## config.mk

```make
export PLATFORM = sky130hd
export DESIGN_NAME = instr_loader
export DESIGN_NICKNAME = d
export VERILOG_FILES = /design/src/rtl/instr_loader.sv
export SDC_FILE = /design/constraint.sdc
export NUM_CORES = 1
export LEC_CHECK = 0
export CORE_AREA = 3 3 100 102
export CTS_BUF_LIST = sky130_fd_sc_hd__clkbuf_4
export CTS_CLUSTER_DIAMETER = 50
export DETAILED_ROUTE_END_ITERATION = 10
export DIE_AREA = 0 0 103 105
export GPL_TIMING_DRIVEN = 0
export PLACE_DENSITY = 0.67
export SYNTH_ARGS = -nofsm -noshare
export SYNTH_HDL_FRONTEND = slang
export SYNTH_SLANG_ARGS = --single-unit
```

## constraint.sdc

```tcl
create_clock -name i_clock -period 2 [get_ports i_clock]
set_input_delay 0.3 -clock i_clock [delete_from_list [all_inputs] [get_ports i_clock]]
set_output_delay 0.3 -clock i_clock [all_outputs]
set_load 0.02 [all_outputs]
```

## src/rtl/instr_loader.sv

```systemverilog
// Packs the debug UART byte stream (count, 4 bytes per instruction, mode byte)
// into 32-bit instruction-memory writes and reports the selected run mode.
//
// state | meaning
// IDLE  | waiting for the instruction-count byte
// LOAD  | assembling instruction words and writing them
// MODE  | waiting for a legal run-mode byte
// DONE  | load complete, bytes ignored until restart
module instr_loader #(
  parameter int                NB_DATA   = 32,
  parameter int                NB_BYTE   = 8,
  parameter int                ADDRWIDTH = 7,
  parameter logic [NB_BYTE-1:0] MODE_CONT = 8'h10,
  parameter logic [NB_BYTE-1:0] MODE_STEP = 8'h20
) (
  input  logic                 i_clock,
  input  logic                 i_reset,
  input  logic                 i_rx_done,
  input  logic [NB_BYTE-1:0]   i_rx_data,
  input  logic                 i_restart,
  output logic                 o_en_write,
  output logic [ADDRWIDTH-1:0] o_address,
  output logic [NB_DATA-1:0]   o_inst_load,
  output logic                 o_debug_unit_reg,
  output logic                 o_mode_valid,
  output logic                 o_mode_step,
  output logic                 o_overflow,
  output logic [2:0]           o_state
);

  localparam logic [2:0] ST_IDLE = 3'd0;
  localparam logic [2:0] ST_LOAD = 3'd1;
  localparam logic [2:0] ST_MODE = 3'd2;
  localparam logic [2:0] ST_DONE = 3'd3;

  localparam int                   DEPTH    = 1 << ADDRWIDTH;
  localparam logic [NB_BYTE-1:0]   ONE_CNT  = 1;
  localparam logic [ADDRWIDTH-1:0] ONE_ADDR = 1;
  localparam logic [ADDRWIDTH-1:0] MAX_ADDR = '1;

  logic [2:0]           state;
  logic [NB_BYTE-1:0]   count;
  logic [NB_BYTE-1:0]   word_cnt;
  logic [1:0]           byte_idx;
  logic [NB_DATA-1:0]   word;
  logic [ADDRWIDTH-1:0] addr;
  logic [NB_DATA-1:0]   next_word;
  logic                 last_word;
  logic                 in_range;
  logic                 legal_mode;

  assign next_word  = {word[NB_DATA-NB_BYTE-1:0], i_rx_data};
  assign last_word  = (word_cnt + ONE_CNT) == count;
  assign in_range   = int'(word_cnt) < DEPTH;
  assign legal_mode = (i_rx_data == MODE_CONT) || (i_rx_data == MODE_STEP);
  assign o_state    = state;

  always_ff @(posedge i_clock or negedge i_reset) begin
    if (!i_reset) begin
      state            <= ST_IDLE;
      count            <= '0;
      word_cnt         <= '0;
      byte_idx         <= '0;
      word             <= '0;
      addr             <= '0;
      o_en_write       <= 1'b0;
      o_address        <= '0;
      o_inst_load      <= '0;
      o_debug_unit_reg <= 1'b0;
      o_mode_valid     <= 1'b0;
      o_mode_step      <= 1'b0;
      o_overflow       <= 1'b0;
    end else begin
      o_en_write   <= 1'b0;
      o_mode_valid <= 1'b0;
      case (state)
        ST_IDLE: begin
          if (i_rx_done) begin
            count      <= i_rx_data;
            o_overflow <= int'(i_rx_data) > DEPTH;
            byte_idx   <= '0;
            word_cnt   <= '0;
            addr       <= '0;
            word       <= '0;
            if (i_rx_data == '0) begin
              state            <= ST_MODE;
              o_debug_unit_reg <= 1'b0;
            end else begin
              state            <= ST_LOAD;
              o_debug_unit_reg <= 1'b1;
            end
          end
        end
        ST_LOAD: begin
          if (i_rx_done) begin
            word     <= next_word;
            byte_idx <= byte_idx + 2'd1;
            if (byte_idx == 2'd3) begin
              word_cnt <= word_cnt + ONE_CNT;
              // Words past the end of memory are counted but never written,
              // and the address saturates instead of wrapping.
              if (in_range) begin
                o_en_write  <= 1'b1;
                o_address   <= addr;
                o_inst_load <= next_word;
                if (addr != MAX_ADDR) addr <= addr + ONE_ADDR;
              end
              if (last_word) state <= ST_MODE;
            end
          end
        end
        ST_MODE: begin
          // Held one extra cycle after LOAD so the final strobe still sees the mux.
          o_debug_unit_reg <= 1'b0;
          if (i_rx_done && legal_mode) begin
            o_mode_valid <= 1'b1;
            o_mode_step  <= (i_rx_data == MODE_STEP);
            state        <= ST_DONE;
          end
        end
        ST_DONE: begin
          if (i_restart) state <= ST_IDLE;
        end
        default: state <= ST_IDLE;
      endcase
    end
  end

endmodule
```

==> out/results.ini, run 1 <==
[timing]
hold_viol=0
setup_ws_ns=-0.0690
period_share_pct=103
fin_crit_ns=2.07
fmax_ghz=0.483
rsz0062_at_grt=yes
setup_violations=2
tightest_slew_ns=0.606
slew_viol_final=0
slew-limit-headroom_pct=59.6
final.setup_skew_ns=0.0144

[layout]
stdcell_area_um2=5110
regMostFlops=o_inst_load
final_net_count=490
top_regs=o_inst_load x32, word x24
diodes=0
drive_gt1_share_pct=16.6
area_delta_synth_final_pct=25.7
instances_no_fill=586
largest_reg_flops=32

[critical_path]
cp-end-kind=flop
ff2ff_setup_slack_ns=-0.06
critical_path_class=in -> reg
start_kind=primary input
reg2regPathDepth=8
cp_num_buf_inv=1
cp_top_family=simple AND/OR/NAND/NOR gates
cp_max_fo=4
slowest_delay_ns=0.57
crit_chain=dlygate4sd2_1 -> or4_4 -> nand4b_4 -> a221o_1 -> a21oi_2 -> a41oi_2 -> mux2_4
cp.arrival_ns=2.40
cpMaxStageDelayCell=or4_4
worstPathRequired_ns=2.33
r2r-start=o_state[0]$_DFFE_PN0P_
rr_endpoint=o_state[1]$_DFFE_PN0P_

[power]
report.power.total_mw=7.15
p_per_area_nw_per_um2=1400
vdd_drop_max_mv=0.713
p_leak_nw=2.49

[grt]
antenna_found_initial=0
first_global_vias=3150
grt-ovfl-total=0
grt_usage_pct=18.4
grt_pass1_wl_mm=15.8
grt_max_degree=57

[cts]
clock_latency_ns=0.43
cts_root_buf=clkbuf_4
cts_tree=done
htree_levels=3
cts_sinks=95
clkTransAtPathRegs_ns=0.15
numCtsBuffers=9
clk_path_buf_depth=2

[die]
row_count=35
dieHeight_um=105
die_w_um=103
start_util_pct=44.2
dieArea_um2=10800
core-area_um2=9200
pin_count=59

[worst_hold_path]
min_path_type=in -> reg
min_from=i_rx_data[4]
min_path_cells=3
min_to=o_inst_load[4]$_DFFE_PN0P_

[status]
outcome=finished, violations left
violations=negative setup slack

[placement]
dpl.cell_count=560
place_area_um2=4800
io_buffers=55
dp_hpwl_mm=6.40
gp_congestion=0.800

[synth]
yosys.area.top_type=dfrtp_1
synth_fp_nets=413
synthTopCellsByArea=dfrtp_1, nand2_1, a22o_1, mux2_2, ha_1
yosys_warnings=0
synthCells=393
synth.avg_cell_area_um2=10.3
yosysTopAreaCellShare_pct=58.5
ys_seq_area_share_pct=58.5
netlist_area_um2=4070
synth.lib_cells_used.distinct=42
synth_seq_cells=95

[routing]
firstDrtPassIters=4
drt-total-wl_mm=9.40
ant_nets=0
first_iter_violations=111
drt-vias-per-instance=5.21
post_drt_wl_per_cell_um=16.0
drc=0
vias=3054

[run]
cap_violations=0

how the worst max path moves through the flow:
stage                            start                      to  slack (ns)  cells after the start
2_1_floorplan   o_state[0]$_DFFE_PN0P_  o_state[0]$_DFFE_PN0P_       -0.06                      9
3_5_place_dp              i_rx_data[0]  o_state[1]$_DFFE_PN0P_       -0.75                      7
6_report                  i_rx_data[0]  o_state[1]$_DFFE_PN0P_       -0.07                      7
4_1_cts        word_cnt[1]$_DFFE_PN0P_  o_state[1]$_DFFE_PN0P_       -0.04                      7
3_3_place_gp                   i_reset  o_state[1]$_DFFE_PN0P_       -3.25                      1
5_1_grt         o_state[0]$_DFFE_PN0P_  o_state[1]$_DFFE_PN0P_       -0.14                      8
cell type report:
| class | instances | area (µm²) |
|---|---|---|
| repair buffers | 67 | 654 |
| flip-flops and latches | 95 | 2380 |
| fillers | 843 | 4090 |
| clock buffers | 10 | 75.1 |
| well taps | 111 | 139 |
| inverters | 9 | 33.8 |
| plain buffers | 18 | 95.1 |
| multi-input cells | 270 | 1680 |
| clock inverters | 6 | 52.6 |
cells in the mapped netlist (all sizes together):
cell type,instances
nand2,132
dfrtp,95
a22o,28
nor2,18
clkbuf,15
mux2,13
o21ai,12
xnor2,10
inv,9
ha,8
nand3,8
xor2,8
and3,5
buf,4
a21oi,3
nand2b,2
nand3b,2
nor4b,2
o22ai,2
a221o,1
a2bb2oi,1
a41oi,1
and2,1
conb,1
mux2i,1
nand4,1
nand4b,1
nor2b,1
nor3,1
nor4,1
o2111ai,1
o211ai,1
o22a,1
o41ai,1
or3b,1
or4,1
worst min-delay path, stage by stage:
cell	delay [ns]
clkbuf_2	0.18
nand2_1	0.10
nand2_1	0.05
kinds of logic (layout without fill, tap and decap cells):
logic type	after synthesis	count (layout)	synth area share [%]
compound gates	52	52	10.0
fa+ha+maj	8	8	2.46
flops	95	95	58.5
xor+xnor	18	18	3.88
buf+inv	28	110	2.71
other cells	1	1	0.0922
simple gates	177	177	18.5
mux	14	14	3.85
where the power goes:
part           switching, mW  total [mW]  internal (mW)  leakage, nW
logic                   1.55        3.11           1.56         1.17
clock network          0.684       0.974          0.290       0.0655
registers              0.481        3.07           2.59         1.26
cell usage in the layout (no fill, tap or decap), types with 3 or more instances in the layout:
master	synthesis	routed
dfrtp_1	95	93
and3_4	0	5
clkbuf_4	0	10
nand2_1	132	132
buf_4	1	13
xnor2_1	10	9
clkdlybuf4s50_1	0	49
a22o_1	27	27
mux2_2	11	11
inv_2	0	3
clkbuf_2	1	5
o21ai_0	11	11
xor2_1	8	8
nor2_1	18	17
dlygate4sd2_1	0	5
buf_2	0	3
inv_1	9	6
ha_1	8	4
clkbuf_1	14	6
nand3_1	8	7
metrics by stage:
step                      setup TNS [ns]  util, %  hold slack [ns]  worst slack [ns]
after floorplan                   -0.112        -          0.00441           -0.0558
after global placement           -296.72     51.9            0.459             -3.25
after detailed placement          -23.07     52.1            0.328            -0.747
after CTS                        -0.0767     55.2            0.198           -0.0384
after global routing              -0.360     55.6            0.216            -0.142
final                             -0.138     55.6            0.223           -0.0690
timing repair:
item | 4_1_cts | 5_1_grt
hold buffers | 1 | 0
setup buffers | 8 | 2
setup endpoints to repair | 75 | 42
gates cloned | 0 | 0
gates resized for setup | 33 | 10
pin swaps | 4 | 4
endpoints found under the hold margin | 39 | 0
per-layer routing:
layer / part of all wire (%) / track usage (%) / vias to the layer above
li1: - / - / 1456
met1: 47 / 26.7 / 1498
met2: 47 / 28.2 / 90
met3: 5.5 / 3.60 / 10
met4: 1.1 / 4.72 / 0
met5: 0 / 0 / -
Power figures use the tool's default switching activity.
==> inputs of run 2 (changes only) <==
--- a/config.mk
+++ b/config.mk
@@ -12,6 +12,7 @@
 export DIE_AREA = 0 0 103 105
 export GPL_TIMING_DRIVEN = 0
 export PLACE_DENSITY = 0.67
+export SETUP_SLACK_MARGIN = 0.05
 export SYNTH_ARGS = -nofsm -noshare
 export SYNTH_HDL_FRONTEND = slang
 export SYNTH_SLANG_ARGS = --single-unit
==> out/results.ini, run 2 (synthesis results as in run 1) <==
[grt]
grt_max_degree=53  ; was 57
grt_pass1_wl_mm=15.3  ; was 15.8 mm
grt-ovfl-total=0  ; unchanged
antenna_found_initial=0  ; unchanged
first_global_vias=3008  ; was 3150
grt_usage_pct=18.0  ; was 18.4%

[cts]
cts_root_buf=clkbuf_4  ; unchanged
htree_levels=3  ; unchanged
clock_latency_ns=0.45  ; was 0.43 ns
numCtsBuffers=9  ; unchanged
clk_path_buf_depth=2  ; unchanged
clkTransAtPathRegs_ns=0.16  ; was 0.15 ns
cts_tree=done  ; unchanged
cts_sinks=95  ; unchanged

[placement]
io_buffers=55  ; unchanged
gp_congestion=0.778  ; was 0.800
dpl.cell_count=560  ; unchanged
place_area_um2=4800  ; unchanged
dp_hpwl_mm=6.27  ; was 6.40 mm

[die]
dieHeight_um=105  ; unchanged
pin_count=59  ; unchanged
dieArea_um2=10800  ; unchanged
start_util_pct=44.2  ; unchanged
core-area_um2=9200  ; unchanged
die_w_um=103  ; unchanged
row_count=35  ; unchanged

[critical_path]
r2r-start=word_cnt[0]$_DFFE_PN0P_  ; was o_state[0]$_DFFE_PN0P_
cp-endpoint=o_state[1]$_DFFE_PN0P_  ; unchanged
critical_path_class=in -> reg  ; unchanged
rr_endpoint=o_state[1]$_DFFE_PN0P_  ; unchanged
reg2regPathDepth=7  ; was 8
cp_max_fo=4  ; unchanged
cp.arrival_ns=2.41  ; was 2.40 ns
startpoint=i_rx_data[0]  ; unchanged
cp_top_family=simple AND/OR/NAND/NOR gates  ; unchanged
path_depth=7  ; unchanged
start_kind=primary input  ; unchanged
cp_num_buf_inv=1  ; unchanged
worstPathRequired_ns=2.34  ; was 2.33 ns
ff2ff_setup_slack_ns=-0.03  ; was -0.06 ns
crit_chain=dlygate4sd2_1 -> or4_4 -> nand4b_4 -> a221o_1 -> a21oi_2 -> a41oi_2 -> mux2_4  ; unchanged
slowest_delay_ns=0.57  ; about the same
cp-end-kind=flop  ; unchanged
cpMaxStageDelayCell=or4_4  ; unchanged

[layout]
final_cell_mix=nand2_1, dfrtp_1, clkdlybuf4s50_1  ; unchanged
final_common_cell=nand2_1  ; unchanged
instances_no_fill=586  ; unchanged
diodes=0  ; unchanged
area_delta_synth_final_pct=26.5  ; was 25.7%
drive_gt1_share_pct=17.7  ; was 16.6%
largest_reg_flops=32  ; unchanged
top_regs=o_inst_load x32, word x24  ; unchanged
final_net_count=490  ; unchanged
stdcell_area_um2=5140  ; was 5110 µm²
num-fill-cells=846  ; was 843
regMostFlops=o_inst_load  ; unchanged

[timing]
finalSetupTns_ns=-0.132  ; was -0.138 ns
hold_slack_ns=0.179  ; was 0.223 ns
fmax_ghz=0.483  ; about the same
setup_ws_ns=-0.0716  ; was -0.0690 ns
rsz0062_at_grt=yes  ; unchanged
slew_viol_final=0  ; unchanged
tightest_slew_ns=0.627  ; was 0.606 ns
period_share_pct=104  ; was 103%
fin_crit_ns=2.07  ; about the same
setup_violations=2  ; unchanged
hold_viol=0  ; unchanged
slew-limit-headroom_pct=58.2  ; was 59.6%
final.setup_skew_ns=0.0276  ; was 0.0144 ns

[power]
report.power.total_mw=7.20  ; was 7.15 mW
p_per_area_nw_per_um2=1400  ; about the same
vdd_drop_max_mv=0.755  ; was 0.713 mV
p_leak_nw=2.52  ; was 2.49 nW

[routing]
drc=0  ; unchanged
drt-vias-per-instance=5.25  ; was 5.21
vias=3078  ; was 3054
firstDrtPassIters=4  ; unchanged
post_drt_wl_per_cell_um=16.0  ; about the same
drt-total-wl_mm=9.36  ; was 9.40 mm
first_iter_violations=111  ; unchanged
ant_nets=0  ; unchanged

[status]
violations=negative setup slack  ; unchanged
outcome=finished, violations left  ; unchanged

[worst_hold_path]
min_path_type=in -> reg  ; unchanged

[run]
cap_violations=0  ; unchanged

==> run 2: layout make-up <==
cell class                 count  area [µm²]  share of cell area, %
tap                          111         139                   2.70
clock inverter                 7        61.3                   1.19
clock buffer                   9        67.6                   1.31
buffer                        18         101                   1.97
multi-input combinational    270        1700                   33.0
inverter                       9        33.8                  0.657
sequential                    95        2380                   46.3
timing repair buffer          67         661                   12.8
==> run 2: how the worst min path moves through the flow <==
stage	startpoint	to	cells after the start
floorplan	i_reset	addr[0]$_DFFE_PN0P_	0
global placement	o_inst_load[28]$_DFFE_PN0P_	o_inst_load[28]$_DFFE_PN0P_	2
detailed placement	i_reset	word_cnt[3]$_DFFE_PN0P_	1
CTS	i_rx_data[4]	o_inst_load[4]$_DFFE_PN0P_	3
global route	i_rx_data[4]	o_inst_load[4]$_DFFE_PN0P_	3
finish	i_rx_data[4]	o_inst_load[4]$_DFFE_PN0P_	3
==> run 2: power by group <==
part	internal (mW)	switching (mW)
sequential	2.59	0.482
clock	0.285	0.717
combinational	1.57	1.55
total	4.45	2.75
==> run 2: per-stage QoR <==
step / setup WS (ns) / utilization, %
5_1_grt: -0.114 / 55.9
2_1_floorplan: -0.0558 / -
6_report: -0.0716 / 55.9
4_1_cts: -0.0782 / 54.8
3_3_place_gp: -3.21 / 51.9
3_5_place_dp: -0.772 / 52.1
==> run 2: worst min-delay path: stages <==
cell and delay [ns]:
clkbuf_2 0.17, nand2_1 0.09, nand2_1 0.04
==> run 2: per-layer routing <==
| metal | track usage [%] | share of wire, % | vias up |
|---|---|---|---|
| met5 | 0 | 0 | - |
| met4 | 5.00 | 0.43 | 0 |
| met3 | 3.20 | 3.8 | 4 |
| met2 | 26.9 | 46 | 76 |
| met1 | 26.6 | 49 | 1526 |
| li1 | - | - | 1472 |
==> run 2: timing repair <==
action,CTS,global route
hold endpoints to repair,43,0
setup buffers,6,4
gates resized for setup,29,22
setup endpoints to repair,74,54
pin swaps,6,3
hold buffers,1,0
